`config.mk`:
```
export PLATFORM = sky130hd
export DESIGN_NAME = comp_seq_mac_flat
export DESIGN_NICKNAME = d
export VERILOG_FILES = /design/src/rtl/comp_seq_mac_if.sv /design/src/rtl/comp_seq_mac.sv /design/src/flat_wrapper.sv
export SDC_FILE = /design/constraint.sdc
export NUM_CORES = 1
export LEC_CHECK = 0
export ABC_CLOCK_PERIOD_IN_PS = 1600
export CAP_MARGIN = 20
export CORE_AREA = 2 2 39 41
export CTS_CLUSTER_DIAMETER = 120
export DETAILED_ROUTE_END_ITERATION = 10
export DIE_AREA = 0 0 41 43
export PLACE_DENSITY = 0.65
export SLEW_MARGIN = 20
export SYNTH_ARGS = -nofsm -noshare
export SYNTH_HDL_FRONTEND = slang
export SYNTH_SLANG_ARGS = --single-unit
```
`constraint.sdc`:
```
create_clock -name clk -period 1.6 [get_ports clk]
set_input_delay 0.32 -clock clk [delete_from_list [all_inputs] [get_ports clk]]
set_output_delay 0.32 -clock clk [all_outputs]
set_load 0.02 [all_outputs]
```
`src/rtl/comp_seq_mac_if.sv`:
```
// Operand/result bundle for comp_seq_mac: the controller side drives operands and ena,
// and the MAC side returns product, running sum and the dv pulse.
interface comp_seq_mac_if #(
  parameter int unsigned p_size = 1
);
  logic [p_size-1:0]   i_param;
  logic [p_size-1:0]   i_param_2;
  logic                ena;
  logic [2*p_size-1:0] o_param;
  logic [2*p_size-1:0] o_param_2;
  logic                dv;

  modport master (
    output i_param, i_param_2, ena,
    input  o_param, o_param_2, dv
  );

  modport slave (
    input  i_param, i_param_2, ena,
    output o_param, o_param_2, dv
  );
endinterface

```
`src/rtl/comp_seq_mac.sv`:
```
// Unsigned shift-add multiply-accumulate: one multiplier bit per clock, LSB first,
// with a registered product, a wrapping running sum and a one-cycle dv pulse.
module comp_seq_mac #(
  parameter int unsigned p_size = 1
) (
  input  logic           clk,
  input  logic           rst,
  comp_seq_mac_if.slave  bus
);
  localparam int unsigned W  = 2 * p_size;
  localparam int unsigned CW = (p_size > 1) ? $clog2(p_size) : 1;

  typedef enum logic {IDLE, BUSY} state_t;

  state_t          state, state_nxt;
  logic [p_size-1:0] a_q, b_q;
  logic [W-1:0]    pp_q, pp_sum, a_shift;
  logic [W-1:0]    prod_q, acc_q;
  logic [CW-1:0]   cnt_q;
  logic            dv_q;
  logic            start, last;

  // Partial-product step for the multiplier bit currently selected by the counter.
  always_comb begin
    a_shift = '0;
    pp_sum  = '0;
    last    = 1'b0;
    a_shift = W'(a_q) << cnt_q;
    pp_sum  = pp_q + (b_q[cnt_q] ? a_shift : '0);
    last    = (cnt_q == CW'(p_size - 1));
  end

  always_ff @(posedge clk or negedge rst) begin
    if (!rst) state <= IDLE;
    else      state <= state_nxt;
  end

  always_comb begin
    state_nxt = state;
    start     = 1'b0;
    case (state)
      IDLE: begin
        if (bus.ena) begin
          start     = 1'b1;
          state_nxt = BUSY;
        end
      end
      BUSY: begin
        if (last) state_nxt = IDLE;
      end
      default: state_nxt = IDLE;
    endcase
  end

  always_ff @(posedge clk or negedge rst) begin
    if (!rst) begin
      a_q    <= '0;
      b_q    <= '0;
      pp_q   <= '0;
      cnt_q  <= '0;
      prod_q <= '0;
      acc_q  <= '0;
      dv_q   <= 1'b0;
    end else begin
      dv_q <= 1'b0;
      if (start) begin
        a_q   <= bus.i_param;
        b_q   <= bus.i_param_2;
        pp_q  <= '0;
        cnt_q <= '0;
      end else if (state == BUSY) begin
        pp_q  <= pp_sum;
        cnt_q <= cnt_q + CW'(1);
        if (last) begin
          prod_q <= pp_sum;
          acc_q  <= acc_q + pp_sum;
          dv_q   <= 1'b1;
        end
      end
    end
  end

  assign bus.o_param   = prod_q;
  assign bus.o_param_2 = acc_q;
  assign bus.dv        = dv_q;
endmodule

```
`src/flat_wrapper.sv`:
```
// flat-port wrapper written by rule: the top's interface ports become plain ports
module comp_seq_mac_flat 
#(
  parameter int unsigned p_size = 1
)
  (clk, rst, bus_i_param, bus_i_param_2, bus_ena, bus_o_param, bus_o_param_2, bus_dv);
  comp_seq_mac_if #(.p_size(p_size)) bus_i ();
  input  logic clk;
  input  logic rst;
  input wire logic [$bits(bus_i.i_param)-1:0] bus_i_param;
  input wire logic [$bits(bus_i.i_param_2)-1:0] bus_i_param_2;
  input wire logic [$bits(bus_i.ena)-1:0] bus_ena;
  output wire logic [$bits(bus_i.o_param)-1:0] bus_o_param;
  output wire logic [$bits(bus_i.o_param_2)-1:0] bus_o_param_2;
  output wire logic [$bits(bus_i.dv)-1:0] bus_dv;
  assign bus_i.i_param = bus_i_param;
  assign bus_i.i_param_2 = bus_i_param_2;
  assign bus_i.ena = bus_ena;
  assign bus_o_param = bus_i.o_param;
  assign bus_o_param_2 = bus_i.o_param_2;
  assign bus_dv = bus_i.dv;
  comp_seq_mac #(.p_size(p_size)) u_core (.clk(clk), .rst(rst), .bus(bus_i));
endmodule
```
==> run metrics <==
status complete, no violations; Layout Skew 0.00226 ns; post-route minimum period 1.54 ns; Wirelength per Cell 11.8 um; Placer Congestion 0.723; Final period util 0.965; Worst R2R Start u_core.b_q$_DFFE_PN0P_; ANT cells 0; Placed Cells incl. Taps 64; Slew Viols, Final 0; Max IR drop VDD 798 uV; post-route ant nets 0; maxcap violations 0; H-tree Lvls 1; Post-Syn Area 482 um2; Hold Crit Class in2async; share of layout cells above drive strength 1 0.283; DP HPWL 581 um; PD cells 2040 nW/um2; Std-Cell Core Area 1380 um2; First DRT Iteration DRCs 1; Worst-Margin Slew 0.494 ns; number of remaining DRC errors 0; delay-heaviest family, CP buffers and inverters; IO Pins 10; Core Rows 14; WP data required 1.28 ns; Worst-Skew Late Latency 0.27 ns; Final Setup Violations 0; fin worst setup slack 0.0556 ns; WS Path Type reg2out; post-synth net total 42; pre-CTS WS -0.0513 ns; Gate Count Post-Synth 35; Reg clk slew, reported paths 0.07 ns; Startpoint Class register; Num Clock Sinks 11; Reg2Reg Depth 7; Die X 41 um; I/O Buffers 9; Buf/Inv on CP 1; Fmax 0.648 GHz; Max Fanout on Critical Path 2; total congestion overflow 0; crit path max-delay cell type clkdlybuf4s50_1; Die Y 43 um; Synth area leader dfrtp_1; die area 1760 um2; syn avg cell area 13.8 um2; final WL 817 um; Nets 61; final hold violation count 0; cts bufs inserted 3; sequential share of the synthesized area 0.571; Initial Utilization 0.348; Crit. End Element output pin; top cells by area, synth dfrtp_1, mux2_2, ha_1, xnor3_1, a22o_1; initial antenna violation count 0; global-route wire length before repair 1320 um; CP Cell Sequence clkdlybuf4s50_1; Yosys reg bits 11; clk buf depth 2; Lkg Pwr 0.344 nW; number of global-route vias before repair 298; Layout Cells excl Fill 69; clock root cell clkbuf_4; Rel. slew slack 0.670; Area Growth Syn to Fin 37.7%; Vias per Instance 4.55; Vias 314; Total GRT Usage 0.124; reg2reg end u_core.bus.o_param_2[1]$_DFFE_PN0P_; synth unique cells 14; largest net degree at the start of global routing 12; CTS tree built; CP max stage delay 0.60 ns; synth warn 0; Synth top area share 0.571; WP data arrival 1.22 ns; R2R Setup Slk 0.10 ns; Hold-fix buffers, CTS 0; RSZ-0062 raised after global routing true; First-pass DRT Iterations 4
cell type report:
cell class | count | area, um2
fillers | 127 | 721
flip-flops and latches | 11 | 275
multi-input cells | 23 | 205
repair buffers | 14 | 133
clock buffers | 4 | 26.3
well taps | 16 | 20.0
inverters | 1 | 3.75
synthesized netlist by cell type:
cell,number
xor2_1,2
nor2b_1,1
nand3_1,1
dfrtp_1,11
a22o_1,2
xnor2_1,1
nor2_1,3
nand2b_4,1
inv_1,1
nand2_1,3
mux2_2,5
ha_1,2
a21o_1,1
xnor3_1,1
worst register-to-register path, cell delays in order (launching register included):
cell,delay (ns)
dfrtp_1,0.38
nand2_1,0.07
nor2_1,0.04
ha_1,0.30
ha_2,0.18
xnor3_1,0.21
nor2_1,0.12
xor2_1,0.14
through the flow:
stage | setup TNS (ns) | area [um2] | utilization | hold WS [ns] | power (W)
4_1_cts | 0 | 651 | 0.470 | 0.393 | 0.00134
3_3_place_gp | -0.0113 | 622 | 0.449 | 0.463 | 0.00114
3_5_place_dp | -0.0513 | 622 | 0.449 | 0.461 | 0.00115
2_1_floorplan | 0 | 482 | - | 0.0244 | 0.000871
5_1_grt | -0.0229 | 663 | 0.479 | 0.411 | 0.00144
6_report | 0 | 663 | 0.479 | 0.374 | 0.00135
per-layer routing:
| metal | global-route usage | routed length [um] | part of all wire |
|---|---|---|---|
| met5 | 0 | 0 | 0 |
| met4 | 0.140 | 42 | 0.051 |
| met3 | 0.0471 | 49 | 0.060 |
| met2 | 0.122 | 342 | 0.42 |
| met1 | 0.177 | 383 | 0.47 |
worst max-delay path by stage:
stage               slack (ns)                                   to  depth (start not counted)                           startpoint
global placement         -0.01  u_core.bus.o_param_2[1]$_DFFE_PN0P_                          7               u_core.a_q$_DFFE_PN0P_
global route             -0.02  u_core.bus.o_param_2[1]$_DFFE_PN0P_                          7               u_core.a_q$_DFFE_PN0P_
detailed placement       -0.05  u_core.bus.o_param_2[1]$_DFFE_PN0P_                          7               u_core.a_q$_DFFE_PN0P_
floorplan                 0.01  u_core.bus.o_param_2[1]$_DFFE_PN0P_                          7               u_core.a_q$_DFFE_PN0P_
CTS                       0.02                     bus_o_param_2[0]                          1  u_core.bus.o_param_2[0]$_DFFE_PN0P_
finish                    0.06                       bus_o_param[1]                          1    u_core.bus.o_param[1]$_DFFE_PN0P_
sequential cells by signal (all words and copies together) (netlist names):
signal,cells
u_core.bus.o_param,2
u_core.bus.o_param_2,2
u_core.pp_q,2
u_core.a_q,1
u_core.b_q,1
u_core.bus.dv,1
u_core.cnt_q,1
u_core.state,1
repair_timing:
| action | CTS | global route |
|---|---|---|
| pin swaps | 4 | 3 |
| endpoints found under the hold margin | 0 | 0 |
| buffers inserted | 0 | 1 |
| setup endpoints to repair | 1 | 3 |
| gates resized for setup | 1 | 2 |
where the power goes:
part	switching [W]	total [W]	internal [W]
Clock	0.0000984	0.000195	0.0000968
Combinational	0.000271	0.000665	0.000394
Sequential	0.0000872	0.000491	0.000404
Total	0.000456	0.00135	0.000894
cell families (layout without fill, tap and decap cells):
| logic type | after synthesis | in the layout | synth area share |
|---|---|---|---|
| flops | 11 | 11 | 0.571 |
| mux | 5 | 5 | 0.117 |
| fa+ha+maj | 2 | 2 | 0.0519 |
| xor+xnor | 4 | 4 | 0.101 |
| simple gates | 9 | 9 | 0.0987 |
| compound gates | 3 | 3 | 0.0520 |
| buf+inv | 1 | 19 | 0.00778 |
layout by cell type (no fill, tap or decap), types with 2 or more instances in the layout:
cell              n
a22o_1            2
buf_4             5
clkbuf_4          3
clkdlybuf4s50_1   7
dfrtp_1          11
dlymetal6s2s_1    2
mux2_2            5
nand2_1           3
nor2_1            3
xor2_1            2
No activity file was read; power rests on OpenSTA's default activity.
